### src/rtl/pov_pkg.sv
// Shared POV display definitions: angular resolution and rotation tracker states.
package pov_pkg;

    localparam int unsigned ROTATIONAL_RES = 1024;
    localparam int unsigned THETA_WIDTH    = $clog2(ROTATIONAL_RES);

    typedef enum logic [1:0] {
        ST_IDLE    = 2'd0,
        ST_ACQUIRE = 2'd1,
        ST_LOCKED  = 2'd2
    } rot_state_t;

endpackage

### src/rtl/ir_debouncer.sv
// IR beam-break conditioning: 2-FF synchronizer, run-length debounce and a
// registered one-cycle pulse on the rising edge of the debounced level.
module ir_debouncer #(
    parameter int unsigned DEBOUNCE_CYCLES = 240
) (
    input  logic clk_in,
    input  logic rst_in,
    input  logic raw,
    output logic level,
    output logic rise
);

    localparam int unsigned CW = $clog2(DEBOUNCE_CYCLES + 1);
    localparam logic [CW-1:0] C_RUN_LAST = CW'(DEBOUNCE_CYCLES - 1);

    logic          r_sync1;
    logic          r_sync2;
    logic          r_level;
    logic          r_level_d;
    logic          r_rise;
    logic [CW-1:0] r_run;

    always_ff @(posedge clk_in) begin
        if (rst_in) begin
            r_sync1   <= 1'b0;
            r_sync2   <= 1'b0;
            r_level   <= 1'b0;
            r_level_d <= 1'b0;
            r_rise    <= 1'b0;
            r_run     <= '0;
        end else begin
            r_sync1 <= raw;
            r_sync2 <= r_sync1;
            // The level flips on the DEBOUNCE_CYCLES-th consecutive disagreeing sample.
            if (r_sync2 != r_level) begin
                if (r_run == C_RUN_LAST) begin
                    r_level <= r_sync2;
                    r_run   <= '0;
                end else begin
                    r_run <= r_run + CW'(1);
                end
            end else begin
                r_run <= '0;
            end
            r_level_d <= r_level;
            r_rise    <= r_level & ~r_level_d;
        end
    end

    assign level = r_level;
    assign rise  = r_rise;

endmodule

### src/rtl/rotation_tracker.sv
// Turns debounced IR index events into a per-revolution period measurement and
// a registered angular slice index stepped at period/ROTATIONAL_RES cycles.
module rotation_tracker #(
    parameter int unsigned ROTATIONAL_RES  = pov_pkg::ROTATIONAL_RES,
    parameter int unsigned PERIOD_WIDTH    = 24,
    parameter int unsigned DEBOUNCE_CYCLES = 240,
    parameter int unsigned MIN_PERIOD      = 4096,
    parameter int unsigned MAX_PERIOD      = (2 ** 24) - 1
) (
    input  logic                              clk_in,
    input  logic                              rst_in,
    input  logic                              ir_tripped,
    output logic [$clog2(ROTATIONAL_RES)-1:0] dtheta,
    output logic                              theta_strobe,
    output logic                              locked,
    output logic [PERIOD_WIDTH-1:0]           period_cycles
);

    import pov_pkg::*;

    localparam int unsigned               C_THETA_W   = $clog2(ROTATIONAL_RES);
    localparam logic [C_THETA_W-1:0]      C_THETA_MAX = C_THETA_W'(ROTATIONAL_RES - 1);
    localparam logic [PERIOD_WIDTH-1:0]   C_MAX       = PERIOD_WIDTH'(MAX_PERIOD);
    localparam logic [PERIOD_WIDTH-1:0]   C_MIN       = PERIOD_WIDTH'(MIN_PERIOD);
    localparam logic [PERIOD_WIDTH-1:0]   C_ONE       = PERIOD_WIDTH'(1);

    rot_state_t            r_state;
    logic [PERIOD_WIDTH-1:0] r_cnt;
    logic [PERIOD_WIDTH-1:0] r_period;
    logic [PERIOD_WIDTH-1:0] r_slice;
    logic [C_THETA_W-1:0]    r_dtheta;
    logic                    r_strobe;

    logic                    w_ir_level_unused;
    logic                    w_ir_rise;
    logic                    w_cnt_max;
    logic                    w_timeout;
    logic                    w_valid_idx;
    logic [PERIOD_WIDTH-1:0] w_shift;
    logic [PERIOD_WIDTH-1:0] w_slice_len;
    logic                    w_slice_last;

    ir_debouncer #(
        .DEBOUNCE_CYCLES(DEBOUNCE_CYCLES)
    ) u_debounce (
        .clk_in (clk_in),
        .rst_in (rst_in),
        .raw    (ir_tripped),
        .level  (w_ir_level_unused),
        .rise   (w_ir_rise)
    );

    assign w_cnt_max    = (r_cnt == C_MAX);
    // Timeout only matters once a revolution is being tracked; IDLE must still accept an index.
    assign w_timeout    = w_cnt_max && (r_state != ST_IDLE);
    assign w_valid_idx  = w_ir_rise && ((r_state == ST_IDLE) || (r_cnt >= C_MIN));
    assign w_shift      = r_period >> C_THETA_W;
    assign w_slice_len  = (w_shift == '0) ? C_ONE : w_shift;
    assign w_slice_last = (r_slice == (w_slice_len - C_ONE));

    always_ff @(posedge clk_in) begin
        if (rst_in) begin
            r_state  <= ST_IDLE;
            r_cnt    <= '0;
            r_period <= '0;
            r_slice  <= '0;
            r_dtheta <= '0;
            r_strobe <= 1'b0;
        end else begin
            r_strobe <= 1'b0;
            if (!w_cnt_max) begin
                r_cnt <= r_cnt + C_ONE;
            end

            if (w_timeout) begin
                r_state  <= ST_IDLE;
                r_dtheta <= '0;
                r_slice  <= '0;
            end else begin
                case (r_state)
                    ST_IDLE: begin
                        if (w_valid_idx) begin
                            r_state <= ST_ACQUIRE;
                            r_cnt   <= C_ONE;
                        end
                    end
                    ST_ACQUIRE, ST_LOCKED: begin
                        if (w_valid_idx) begin
                            r_state  <= ST_LOCKED;
                            r_cnt    <= C_ONE;
                            r_period <= r_cnt;
                            r_dtheta <= '0;
                            r_slice  <= '0;
                            r_strobe <= 1'b1;
                        end else if (r_state == ST_LOCKED) begin
                            // Residual cycles of the revolution dwell at the last slice.
                            if (w_slice_last) begin
                                r_slice <= '0;
                                if (r_dtheta != C_THETA_MAX) begin
                                    r_dtheta <= r_dtheta + C_THETA_W'(1);
                                    r_strobe <= 1'b1;
                                end
                            end else begin
                                r_slice <= r_slice + C_ONE;
                            end
                        end
                    end
                    default: begin
                        r_state <= ST_IDLE;
                    end
                endcase
            end
        end
    end

    assign dtheta        = r_dtheta;
    assign theta_strobe  = r_strobe;
    assign locked        = (r_state == ST_LOCKED);
    assign period_cycles = r_period;

endmodule
### config.mk
export PLATFORM = sky130hd
export DESIGN_NAME = rotation_tracker
export DESIGN_NICKNAME = d
export VERILOG_FILES = /design/src/rtl/pov_pkg.sv /design/src/rtl/ir_debouncer.sv /design/src/rtl/rotation_tracker.sv
export SDC_FILE = /design/constraint.sdc
export NUM_CORES = 1
export LEC_CHECK = 0
export ABC_AREA = 1
export CAP_MARGIN = 15
export CORE_ASPECT_RATIO = 1.4
export CORE_MARGIN = 5
export CORE_UTILIZATION = 55
export DETAILED_ROUTE_END_ITERATION = 8
export GPL_TIMING_DRIVEN = 1
export PLACE_DENSITY = 0.8
export SKIP_CTS_REPAIR_TIMING = 1
export SLEW_MARGIN = 5
export SYNTH_ARGS = -nofsm -noshare
export SYNTH_HDL_FRONTEND = slang
export SYNTH_SLANG_ARGS = --single-unit
### constraint.sdc
create_clock -name clk_in -period 3.1 [get_ports clk_in]
set_input_delay 0.62 -clock clk_in [delete_from_list [all_inputs] [get_ports clk_in]]
set_output_delay 0.62 -clock clk_in [all_outputs]
set_load 0.03 [all_outputs]
==> metrics.md, run 1 <==
| Metric | Value |
|---|---|
| Util after Layout | `65.0%` |
| Critical-path cell list | `nor2_2, nand2_1, nor2_2, nand2_2, nand2_1, inv_1, ha_1, nand2_1, nor2_1, nand2_1, nand2_1, nand2_1, nand2_1, nor2_1, nand3_1, nor2_1, nand2_1, nand2_4, buf_4, nand3_1, nand2_1, nor2_1` |
| Count of different cell masters after synthesis | `39` |
| Most frequent cells in the layout | `144 x nor2_1, 134 x nand2_1, 97 x dfxtp_1, 81 x inv_1, 54 x nand3_1` |
| Post-synthesis simple-gate area fraction | `34.1%` |
| Synth warn | `0` |
| RSZ-0062 raised after global routing | `false` |
| Levels on crit path | `22` |
| Final hold violations | `0` |
| Grt ovf | `0` |
| Post-Syn Instances | `736` |
| Root Buffer | `clkbuf_16` |
| Status | `finished, final reports clean` |
| ANT nets after route | `0` |
| Post-route cell area | `5870 um^2` |
| Layout area overhead | `14.8%` |
| Mux contribution to synthesized area | `0%` |
| #FFs+latches synth | `98` |
| Register area share after synthesis | `38.4%` |
| Min Tclk post-route | `2.79 ns` |
| Core Rows | `41` |
| Initial antenna violation count | `0` |
| Max-cap violations | `0` |
| Pwr Density | `398 nW/um^2` |
| Max-Slew Margin vs Limit | `61.1%` |
| Worst vdd ir | `0.414 mV` |
| Die Y | `124 um` |
| Tot Pwr | `2.33 mW` |
| CP most frequent cell | `nand2_1` |
| Final WL | `11.8 mm` |
| Ys async rst share | `0%` |
| Critical path's slowest cell | `dfxtp_1` |
| Drt drc | `0` |
| LEAKAGE | `2.43 nW` |
| Vias per cell | `5.32` |
| TritonRoute pass-1 iters | `4` |
| Share of cells above drive strength 1 | `5.77%` |
| Area share of xor/xnor cells in the synthesized design | `8.84%` |
| Crit-path max FO | `12` |
| Number of global-route vias before repair | `4664` |
| Filler instances | `790` |
| Skew-Pair Late Insertion Delay | `0.34 ns` |
| Synth Area in Compound Gates | `8.08%` |
| # setup viols final | `0` |
| Startpoint Class | `register` |
| Worst hold path class | `register to register` |
| Number of synthesized flops with an enable pin | `0` |
| CP top delay family | `simple AND/OR/NAND/NOR gates` |
| CTS tree | `done` |
| I/O pin cnt | `39` |
| DR WL/cell | `13.3 um` |
| Total Neg Setup Slack | `0 ns` |
| Synth Cell Area | `5110 um^2` |
| Most common cell after layout, fill and taps aside | `nor2_1` |
| CP arrival | `3.01 ns` |
| Post-synthesis adder-cell area fraction | `2.45%` |
| Worst Path Class, Setup | `register to register` |
| Slew Viols, Final | `0` |
| All-Layer GR Usage | `21.4%` |
| Syn_nets | `749` |
| Starting DRT DRC Count | `196` |
| PortBufs | `38` |
| Hold Crit Depth | `1` |
| Die Wd | `91.4 um` |
| Final period util | `89.9%` |
| Reg2reg path depth | `22` |
| Predominant post-synthesis flop cell | `dfxtp_1` |
| Clock-pin slew on the worst setup and hold paths | `0.07 ns` |
| Initial core utilization | `56.6%` |
| Largest net degree at the start of global routing | `33` |
| H-tree Lvls | `3` |
| First-pass GRT wire length | `20.0 mm` |
| Measured slew at the worst slew-check pin | `0.580 ns` |
| Placeable Area | `9030 um^2` |
| Max Clk Rate | `359 MHz` |
| Longest Clk Path Bufs | `2` |
| Worst clock skew | `0.00696 ns` |
| Sink Count | `98` |
| CP max stage delay | `0.36 ns` |
| Post-DP Area | `5590 um^2` |
| Vias | `4717` |
| DP HPWL | `8.88 mm` |
| CP required | `3.33 ns` |
| Die Area | `11300 um^2` |
| Nets | `789` |
| Inserted Clock Buffers | `9` |
| Ant diodes | `0` |
| Final Wtd Congestion | `0.900` |
| Avg Cell Area, Syn | `6.94 um^2` |
| Worst path bufs/invs | `2` |
| Worst Setup End Kind | `register` |
| Largest family of logic cells by synthesized area | `simple AND/OR/NAND/NOR gates` |
state kept, by name, indices dropped and copies added, names as in the netlist:
| name | cells |
|---|---|
| u_debounce.r_run | 8 |
| u_debounce.r_sync2 | 1 |
| period_cycles | 24 |
| r_cnt | 24 |
| u_debounce.level | 1 |
| dtheta | 10 |
| u_debounce.rise | 1 |
| theta_strobe | 1 |
| u_debounce.r_sync1 | 1 |
| r_state | 2 |
| r_slice | 24 |
| u_debounce.r_level_d | 1 |
routing by layer:
metal  vias up  global-route usage (%)  wire length, um
li1       2429                       -                -
met1      2168                    22.2             4710
met2        89                    40.7             6220
met3        31                    4.53              483
met4         0                    9.82              392
met5         -                       0                0
synthesized netlist by cell type, drive strengths merged (2+ instances only):
cell    number  area [um^2]
nand3b       3         22.5
a31oi        2         12.5
a21oi       36          180
or2          4         25.0
nor3b        4         30.0
xor2        38          333
xnor2       11         96.3
dfxtp       98         1960
ha          10          125
clkbuf       7         26.3
nor3        17         90.1
nor2       151          594
buf         11         71.3
nor4         5         37.5
inv         83          312
nand2      139          539
o21a         2         15.0
nand3       54          270
nand4       18          113
o21ai       35          175
final timing paths:
check	startpoint	to	slack (ns)
worst max-delay path	period_cycles[18]	dtheta[7]	0.31
worst min-delay path	u_debounce.r_level_d	u_debounce.rise	0.39
worst max register to register	period_cycles[18]	dtheta[7]	0.31
worst min register to register	u_debounce.r_level_d	u_debounce.rise	0.39
worst reg2reg max path, stage by stage (launching register included):
cell and delay (ns):
dfxtp_1 0.36, nor2_2 0.16, nand2_1 0.09, nor2_2 0.17, nand2_2 0.11, nand2_1 0.09, inv_1 0.05, ha_1 0.23
nand2_1 0.16, nor2_1 0.10, nand2_1 0.08, nand2_1 0.05, nand2_1 0.06, nand2_1 0.05, nor2_1 0.10, nand3_1 0.07
nor2_1 0.10, nand2_1 0.13, nand2_4 0.12, buf_4 0.19, nand3_1 0.09, nand2_1 0.07, nor2_1 0.05
report_power, final:
group	total [mW]	internal, mW	leakage (nW)	switching, mW
clock	1.02	0.545	0.129	0.470
combinational	0.0500	0.0157	1.51	0.0343
sequential	1.27	1.26	0.791	0.00452
total	2.33	1.83	2.43	0.509
logic make-up (layout without fill, tap and decap cells):
| logic type | after synthesis | in the layout |
|---|---|---|
| AO/OA/AOI/OAI | 79 | 79 |
| adder cells (fa/ha/maj) | 10 | 10 |
| AND/OR/NAND/NOR | 397 | 397 |
| flip-flops | 98 | 98 |
| buffers and inverters | 102 | 146 |
| XOR/XNOR | 50 | 50 |
layout make-up:
class	instances	area, um^2	share of cell area, %
multi-input cells	536	2740	46.7
inverters	84	315	5.38
clock buffers	10	229	3.90
well taps	107	134	2.28
flip-flops and latches	98	1960	33.5
repair buffers	47	448	7.64
clock inverters	5	38.8	0.661
per-stage QoR:
step           instances  setup WS, ns  hold slack [ns]
2_1_floorplan        736         0.522            0.373
3_3_place_gp         872         0.310            0.382
3_5_place_dp         872         0.223            0.389
4_1_cts              887         0.196            0.397
5_1_grt              887      0.000218            0.415
6_report             887         0.312            0.393
Note: power is estimated with default switching activity, not from simulation.
==> run 2, diff against run 1 <==
- SETUP_SLACK_MARGIN: default -> 0.4
- SYNTH_HIERARCHICAL: default -> 1
==> metrics.md, run 2 <==
| Metric | Value |
|---|---|
| Predominant post-synthesis flop cell | `dfxtp_1` |
| Fin Hold WS | `0.394 ns` |
| PortBufs | `38` |
| Clk network pwr share | `44.4%` |
| CP top delay family | `simple AND/OR/NAND/NOR gates` |
| Most frequent cells in the layout | `140 x nand2_1, 119 x nor2_1, 90 x dfxtp_1, 84 x inv_1, 58 x nand3_1` |
| Die Y | `127 um` |
| Synth top area share | `36.7%` |
| CP required | `3.34 ns` |
| Net Sw Power | `0.541 mW` |
| Util after Layout | `66.8%` |
| Die Area | `11800 um^2` |
| Share of cells above drive strength 1 | `12.8%` |
| Yosys top cell by area | `dfxtp_1` |
| CP arrival | `2.87 ns` |
| Post-Syn Instances | `765` |
| DP HPWL | `9.45 mm` |
| Final Wtd Congestion | `0.910` |
| Min Tclk post-route | `2.63 ns` |
| Max Clk Rate | `380 MHz` |
| ANT nets after route | `0` |
| Register share of total power | `53.4%` |
| Worst path bufs/invs | `1` |
| Clock-pin slew on the worst setup and hold paths | `0.07 ns` |
| Commonest cells in the netlist | `144 x nand2_1, 123 x nor2_1, 98 x dfxtp_1` |
| #FFs+latches synth | `98` |
| I/O pin cnt | `39` |
| Max-cap violations | `0` |
| Startpoint Class | `register` |
| Crit-path max FO | `8` |
| Max-Slew Margin vs Limit | `65.4%` |
| Skew-Pair Late Insertion Delay | `0.35 ns` |
| Total Neg Setup Slack | `0 ns` |
| Longest Clk Path Bufs | `2` |
| Sw Ratio | `22.8%` |
| Ant diodes | `0` |
| Initial core utilization | `56.5%` |
| Count of different cell masters after synthesis | `43` |
| Synth Cell Area | `5340 um^2` |
| H-tree Lvls | `3` |
| DR WL/cell | `14.3 um` |
| Drt drc | `0` |
| # setup viols final | `0` |
| CP max stage delay | `0.35 ns` |
| Inserted Clock Buffers | `9` |
| Synth warn | `6` |
| Final period util | `84.8%` |
| Number of global-route vias before repair | `4711` |
| TritonRoute pass-1 iters | `5` |
| Avg Cell Area, Syn | `6.98 um^2` |
| Root Buffer | `clkbuf_16` |
| Largest net degree at the start of global routing | `28` |
| Combinational power share | `2.3%` |
| CTS tree | `done` |
| Worst clock skew | `0.00771 ns` |
| Tot Pwr | `2.37 mW` |
| Critical path's slowest cell | `dfxtp_2` |
| First-pass GRT wire length | `20.9 mm` |
| Worst Setup End Kind | `register` |
| Worst Path Class, Setup | `register to register` |
| Ys async rst share | `0%` |
| Routed length on met3 | `596 um` |
| Nets | `826` |
| All-Layer GR Usage | `21.8%` |
| Status | `finished, final reports clean` |
| Sink Count | `98` |
| Internal power | `1.83 mW` |
| Slew Viols, Final | `0` |
| Register area share after synthesis | `36.7%` |
| Core Rows | `42` |
| Vias per cell | `5.50` |
| Starting DRT DRC Count | `352` |
| Placeable Area | `9460 um^2` |
| Syn_nets | `777` |
| Final WL | `13.3 mm` |
| Max Used Layer | `met4` |
| RSZ-0062 raised after global routing | `true` |
| Worst vdd ir | `0.348 mV` |
| M1 WL | `5.13 mm` |
| Synth area leaders | `dfxtp_1 37%, nand2_1 10%, nor2_1 8.6%` |
| Vias | `5113` |
| LEAKAGE | `2.45 nW` |
| Pwr Density | `375 nW/um^2` |
| Number of synthesized flops with an enable pin | `0` |
| Measured slew at the worst slew-check pin | `0.514 ns` |
| Grt ovf | `0` |
| Layout area overhead | `18.2%` |
| Most frequent cell after synthesis | `nand2_1` |
| Met2 WL | `6.96 mm` |
| Critical-path cell list | `nor2_2, nand2_1, nor2_4, nand2_4, nand2_4, inv_2, ha_4, nand2_4, nor2_2, nand2_2, nand2_2, o21ai_2, nand2_1, nor2_1, nand2_1, nor2_2, nand3_4, nand2_8, nand2_8, nor3b_2` |
| Initial antenna violation count | `0` |
| Final hold violations | `0` |
| Most common cell after layout, fill and taps aside | `nand2_1` |
| Worst hold path class | `register to register` |
| Die Wd | `93.3 um` |
[run 2: changes by cell type in the layout (fill, tap and decap cells not counted), moves of 6 or more]
cell / previous run / this run
nor2_4: 2 / 8
inv_2: 2 / 8
nor2_1: 144 / 119
nand2_4: 2 / 9
dfxtp_2: 1 / 7
o21ai_0: 34 / 40
xor2_1: 38 / 25
nand2_8: 0 / 6
nand2_1: 134 / 140
dfxtp_1: 97 / 90
[run 2: kinds of logic (layout without fill, tap and decap cells)]
kind of cell	after synthesis	count (layout)	synth area share [%]
muxes	1	1	0.187
AOI/OAI and AO/OA	94	94	9.49
DFF	98	98	36.7
and+or+nand+nor	413	416	36.3
buffers and inverters	110	161	8.60
adders and majority gates	9	9	2.11
xor gates and xnor gates	40	40	6.56
[run 2: worst reg2reg max path, cell delays in order, from the launching register on]
cell and delay [ns]:
dfxtp_2 0.35, nor2_2 0.18, nand2_1 0.14, nor2_4 0.15, nand2_4 0.08, nand2_4 0.08
inv_2 0.04, ha_4 0.17, nand2_4 0.10, nor2_2 0.06, nand2_2 0.09, nand2_2 0.06
o21ai_2 0.05, nand2_1 0.06, nor2_1 0.10, nand2_1 0.06, nor2_2 0.15, nand3_4 0.13
nand2_8 0.16, nand2_8 0.12, nor3b_2 0.18
[run 2: through the flow]
stage / instances / worst slack [ns] / instance area [um^2]
6_report: 929 / 0.471 / 6310
4_1_cts: 918 / 0.320 / 6060
5_1_grt: 929 / 0.283 / 6310
3_3_place_gp: 902 / 0.450 / 5790
2_1_floorplan: 765 / 0.534 / 5340
3_5_place_dp: 902 / 0.350 / 5790
[run 2: worst paths after layout]
path / startpoint / to / slack (ns) / depth (start not counted)
worst min-delay path: u_debounce/r_level_d / u_debounce/rise / 0.39 / 1
worst max-delay path: period_cycles[20] / r_slice[9] / 0.47 / 20
worst max register to register: period_cycles[20] / r_slice[9] / 0.47 / 20
worst min register to register: u_debounce/r_level_d / u_debounce/rise / 0.39 / 1
[run 2: cell type report]
type,instances,area [um^2]
clock buffer,11,233
clock inverter,5,38.8
fill,796,3140
inverter,94,358
multi-input combinational,560,3090
sequential,98,1970
tap,110,138
timing repair buffer,51,485
[run 2: layer usage]
layer | track usage [%] | vias to the layer above
met5 | 0 | -
met4 | 12.7 | 0
met3 | 3.50 | 55
met2 | 39.9 | 167
met1 | 23.1 | 2338
li1 | - | 2553
[run 2: power by group through the flow]
stage / clock [mW] / sequential (mW) / combinational, mW
finish: 1.05 / 1.27 / 0.0533
global route: 1.11 / 1.27 / 0.0588
CTS: 1.06 / 1.27 / 0.0485
detailed placement: 0 / 1.30 / 0.0483
global placement: 0 / 1.30 / 0.0465
floorplan: 0 / 1.29 / 0.0374
